File: src/rtl/instr_mem_loadable.sv
// Loadable instruction memory: a registered 1-cycle fetch port, plus a byte-serial
// program-load port that assembles MS-byte-first words and writes them at run time.
// After reset an INIT sweep writes NOP_WORD to every word before fetches are accepted.
module instr_mem_loadable #(
  parameter int unsigned          INSTR_W  = 16,
  parameter int unsigned          ADDR_W   = 8,
  parameter int unsigned          DEPTH    = 1 << ADDR_W,
  parameter logic [INSTR_W-1:0]   NOP_WORD = '0
) (
  input  logic               clk,
  input  logic               rst,
  input  logic               fetch_req,
  input  logic [ADDR_W-1:0]  fetch_addr,
  output logic [INSTR_W-1:0] instr,
  output logic               instr_valid,
  output logic               mem_ready,
  input  logic               ld_start,
  input  logic [ADDR_W-1:0]  ld_addr,
  input  logic               ld_valid,
  input  logic [7:0]         ld_byte,
  input  logic               ld_last,
  output logic               ld_ready,
  output logic               ld_done,
  output logic [ADDR_W-1:0]  ld_count
);

  localparam int unsigned BYTES = INSTR_W / 8;
  localparam int unsigned BCW   = (BYTES > 1) ? $clog2(BYTES) : 1;

  typedef enum logic [1:0] {
    ST_INIT,
    ST_RUN,
    ST_LOAD
  } state_t;

  state_t               state_q, state_d;
  logic [INSTR_W-1:0]   instr_q, instr_d;
  logic                 instr_valid_q, instr_valid_d;
  logic                 mem_ready_q, mem_ready_d;
  logic                 ld_ready_q, ld_ready_d;
  logic                 ld_done_q, ld_done_d;
  logic [ADDR_W-1:0]    ld_count_q, ld_count_d;
  logic [BCW-1:0]       byte_cnt_q, byte_cnt_d;
  logic [ADDR_W-1:0]    clr_ptr_q, clr_ptr_d;
  logic [ADDR_W-1:0]    wptr_q, wptr_d;
  logic [INSTR_W-1:0]   asm_q, asm_d;

  logic                 mem_we;
  logic [ADDR_W-1:0]    mem_waddr;
  logic [INSTR_W-1:0]   mem_wdata;
  logic [INSTR_W-1:0]   word_full;
  logic [INSTR_W-1:0]   word_pad;
  logic                 word_end;

  logic [INSTR_W-1:0]   mem [DEPTH];

  assign instr       = instr_q;
  assign instr_valid = instr_valid_q;
  assign mem_ready   = mem_ready_q;
  assign ld_ready    = ld_ready_q;
  assign ld_done     = ld_done_q;
  assign ld_count    = ld_count_q;

  // Next-state, write-port and output computation for INIT sweep, RUN fetch and LOAD assembly
  always_comb begin
    state_d       = state_q;
    instr_d       = instr_q;
    instr_valid_d = 1'b0;
    mem_ready_d   = mem_ready_q;
    ld_ready_d    = ld_ready_q;
    ld_done_d     = 1'b0;
    ld_count_d    = ld_count_q;
    byte_cnt_d    = byte_cnt_q;
    clr_ptr_d     = clr_ptr_q;
    wptr_d        = wptr_q;
    asm_d         = asm_q;
    mem_we        = 1'b0;
    mem_waddr     = clr_ptr_q;
    mem_wdata     = NOP_WORD;

    // Incoming byte appended below the bytes already collected; a short final word is
    // left-justified so the missing LS bytes read as zero.
    word_full = (asm_q << 8) | INSTR_W'(ld_byte);
    word_pad  = word_full << (8 * (BYTES - 1 - 32'(byte_cnt_q)));
    word_end  = ld_last || (byte_cnt_q == BCW'(BYTES - 1));

    unique case (state_q)
      ST_INIT: begin
        mem_we    = 1'b1;
        mem_waddr = clr_ptr_q;
        mem_wdata = NOP_WORD;
        if (clr_ptr_q == ADDR_W'(DEPTH - 1)) begin
          clr_ptr_d   = '0;
          state_d     = ST_RUN;
          mem_ready_d = 1'b1;
        end else begin
          clr_ptr_d = clr_ptr_q + 1'b1;
        end
      end

      ST_RUN: begin
        if (ld_start) begin
          state_d     = ST_LOAD;
          mem_ready_d = 1'b0;
          ld_ready_d  = 1'b1;
          wptr_d      = ld_addr;
          ld_count_d  = '0;
          byte_cnt_d  = '0;
          asm_d       = '0;
        end else if (fetch_req) begin
          instr_valid_d = 1'b1;
          instr_d       = (32'(fetch_addr) < DEPTH) ? mem[fetch_addr] : NOP_WORD;
        end
      end

      ST_LOAD: begin
        if (ld_valid && ld_ready_q) begin
          asm_d = word_full;
          if (word_end) begin
            mem_we     = (32'(wptr_q) < DEPTH);
            mem_waddr  = wptr_q;
            mem_wdata  = word_pad;
            wptr_d     = (wptr_q == ADDR_W'(DEPTH - 1)) ? '0 : wptr_q + 1'b1;
            ld_count_d = (&ld_count_q) ? ld_count_q : ld_count_q + 1'b1;
            byte_cnt_d = '0;
            asm_d      = '0;
            if (ld_last) begin
              state_d     = ST_RUN;
              ld_done_d   = 1'b1;
              ld_ready_d  = 1'b0;
              mem_ready_d = 1'b1;
            end
          end else begin
            byte_cnt_d = byte_cnt_q + 1'b1;
          end
        end
      end

      default: begin
        state_d = ST_INIT;
      end
    endcase
  end

  // State and registered outputs; reset restarts the clear sweep
  always_ff @(posedge clk or posedge rst) begin
    if (rst) begin
      state_q       <= ST_INIT;
      instr_q       <= NOP_WORD;
      instr_valid_q <= 1'b0;
      mem_ready_q   <= 1'b0;
      ld_ready_q    <= 1'b0;
      ld_done_q     <= 1'b0;
      ld_count_q    <= '0;
      byte_cnt_q    <= '0;
      clr_ptr_q     <= '0;
      wptr_q        <= '0;
      asm_q         <= '0;
    end else begin
      state_q       <= state_d;
      instr_q       <= instr_d;
      instr_valid_q <= instr_valid_d;
      mem_ready_q   <= mem_ready_d;
      ld_ready_q    <= ld_ready_d;
      ld_done_q     <= ld_done_d;
      ld_count_q    <= ld_count_d;
      byte_cnt_q    <= byte_cnt_d;
      clr_ptr_q     <= clr_ptr_d;
      wptr_q        <= wptr_d;
      asm_q         <= asm_d;
    end
  end

  // Single write port shared by the clear sweep and program load; contents are not reset
  always_ff @(posedge clk) begin
    if (mem_we) begin
      mem[mem_waddr] <= mem_wdata;
    end
  end

endmodule

File: config.mk
export PLATFORM = sky130hd
export DESIGN_NAME = instr_mem_loadable
export DESIGN_NICKNAME = d
export VERILOG_FILES = /design/src/rtl/instr_mem_loadable.sv
export SDC_FILE = /design/constraint.sdc
export NUM_CORES = 2
export LEC_CHECK = 0
export CAP_MARGIN = 15
export CORE_UTILIZATION = 60
export CTS_BUF_LIST = sky130_fd_sc_hd__clkbuf_16
export DETAILED_ROUTE_END_ITERATION = 12
export GPL_ROUTABILITY_DRIVEN = 0
export PLACE_DENSITY = 0.76
export SLEW_MARGIN = 20
export SYNTH_ARGS = -nofsm -noshare
export SYNTH_HDL_FRONTEND = slang
export SYNTH_SLANG_ARGS = --single-unit
File: constraint.sdc
create_clock -name clk -period 11.54 [get_ports clk]
set_clock_uncertainty 0.1 [all_clocks]
set_input_delay 1.154 -clock clk [delete_from_list [all_inputs] [get_ports clk]]
set_output_delay 1.154 -clock clk [all_outputs]
set_load 0.02 [all_outputs]
==> flow_metrics.tcl <==
set metrics [dict create \
    grt_overflow 0 \
    worstSetupEndpoint "instr[13]" \
    status "finished, final reports clean" \
    die_area_mm2 0.271 \
    worstHoldPathType "register to register" \
    syn_avg_cell_area_um2 21.2 \
    layout_min_cycle_time_ps 5620 \
    timing.rr.start "state_q[1]" \
    ys_seq_area_share_pct 77.2 \
    tritoncts "built" \
    tightest_slew_ps 1250 \
    worstPathRequired_ps 12280 \
    die_h_um 520 \
    fin_nets 8050 \
    layout_common_cells "4096 x edfxtp_1, 870 x mux4_2, 448 x mux2i_1, 401 x clkbuf_16, 390 x buf_4" \
    maxSlewHeadroom_pct 16.5 \
    clock_latency_ps 910 \
    setup_viol 0 \
    crit_start "fetch_addr[1]" \
    syn-cell-area_mm2 0.161 \
    r2r_slack_ps 6850 \
    antenna_found_initial 32 \
    grt_max_degree 225 \
    drv_cap 0 \
    first_global_vias 84000 \
    numCtsBuffers 393 \
    rows 189 \
    synth_seq_cells 4151 \
    cts_buffer_depth 4 \
    timing.fmax_ghz 0.178 \
    worstSetupPathType "input port to register" \
    drtIter0Drc 14300 \
    start_util_pct 60.6 \
    io_buffers 57 \
    hold_viol 0 \
    r2r_end "mem[210][9]" \
    drtPass1Iterations 8 \
    cts_sinks 4151 \
    synth.distinct_cells 76 \
    instances_no_fill 11900 \
    grt_usage_pct 33.8 \
    power_density_mw_per_mm2 166 \
    pin_count 58 \
    ctsResizeCount 0 \
    htreeDepth 5 \
    hpwl_mm 263 \
    cts_setup_buffers 0 \
    avgViaCountPerCell 7.16 \
    ir_drop_mv 0.150 \
    yosys_warnings 0 \
    drc_errors 0 \
    vias 85000 \
    maxSlewViolCount 0 \
    dp.cells 11200 \
    p_leak_nw 47.5 \
    reg2reg_depth 7 \
    syn-num-nets 7624 \
    cts_hold_buffers 0 \
    path_clk_slew_ps 60 \
    arrival_ps 6360 \
    area_growth_syn_to_layout_pct 11.5 \
    tns_ps 0 \
    cp-end-kind "register" \
    cp-start-kind "input port" \
    synth_flop_cell "edfxtp_1" \
    die_w_um 520 \
    drive_gt1_share_pct 23.8 \
    cp_max_fo 96 \
    rsz0062_at_grt "no" \
    ant_nets 0 \
    synth_cells 7591 \
    fin_util_pct 67.5 \
    synth_edf_count 4096 \
    wl_per_cell_um 38.3 \
    grt_pass1_wl_mm 637 \
    post-route-period-util_pct 48.7 \
    routed_wl_mm 455 \
    core_mm2 0.266 \
    synth-async-reset-ratio_pct 1.32 \
    layout_commonest_cell "edfxtp_1" \
    cts_root_buf "clkbuf_16" \
]
power breakdown:
group | total (mW) | switching (mW) | leakage (nW) | internal [mW]
combinational | 0.770 | 0.527 | 12.0 | 0.243
sequential | 16.3 | 0 | 29.0 | 16.3
clock | 12.7 | 5.56 | 6.47 | 7.15
total | 29.8 | 6.08 | 47.5 | 23.7
stage by stage:
stage	hold slack (ps)	power (mW)	cell area, um^2	setup slack [ps]
3_3_place_gp	388	17.4	167000	3940
6_report	418	29.8	180000	5920
3_5_place_dp	392	17.4	167000	5420
4_1_cts	417	29.8	179000	6350
5_1_grt	441	30.3	180000	6060
2_1_floorplan	373	17.1	161000	2240
registers in the layout, summed over array words and instances (netlist names), 2 cells and up:
name,flops
clr_ptr_q,8
state_q,2
instr,16
mem,4096
asm_q,8
wptr_q,8
ld_count,8
layer usage:
metal | part of all wire, % | track usage [%]
met5 | 0.031 | 0
met4 | 6.9 | 19.1
met3 | 14 | 9.21
met2 | 46 | 51.7
met1 | 33 | 44.2
cell usage after synthesis (all sizes together), types with 28 or more instances:
master / instances / area, um^2
mux2i: 448 / 4480
mux4: 876 / 19800
nor2: 378 / 1420
o22ai: 139 / 870
clkbuf: 168 / 631
buf: 279 / 2390
a221oi: 31 / 278
dfrtp: 55 / 1380
a211oi: 37 / 278
o21ai: 99 / 495
a2111oi: 31 / 279
nand3: 53 / 265
o221ai: 69 / 604
a21oi: 107 / 536
nand2: 187 / 702
edfxtp: 4096 / 123000
nor3: 66 / 330
a31oi: 37 / 231
mux2: 28 / 315
or3: 30 / 188
a22oi: 70 / 526
layout make-up:
cell class,instances,area [um^2]
well taps,3533,4420
clock buffers,401,10000
flip-flops and latches,4151,124000
repair buffers,478,4100
fillers,15900,86400
inverters,19,82.6
clock inverters,308,2500
diodes,8,20.0
multi-input cells,2974,34100
cell families (layout without fill, tap and decap cells):
family	after synthesis	count (layout)	synth area share [%]
adder cells (fa/ha/maj)	3	3	0.0233
XOR/XNOR	8	8	0.0435
AND/OR/NAND/NOR	873	873	2.47
other	0	8	0
multiplexers	1352	1352	15.2
flip-flops	4151	4151	77.2
buffers and inverters	466	1206	1.92
AO/OA/AOI/OAI	738	738	3.17
worst max-delay path, stage by stage:
cell,delay (ps)
buf_8,510
buf_12,610
buf_12,540
buf_4,780
mux2i_1,240
a221oi_1,470
a2bb2oi_1,620
o2111ai_1,220
nor4_1,920
a211o_1,170
how the worst min path moves through the flow:
stage,end,start,cells after the start
after floorplan,asm_q[0],asm_q[0],1
after global placement,asm_q[5],asm_q[5],1
after detailed placement,asm_q[3],asm_q[3],1
after CTS,asm_q[0],asm_q[0],1
after global routing,asm_q[4],asm_q[4],1
final,asm_q[4],asm_q[4],1
(Power assumes the default switching activity.)
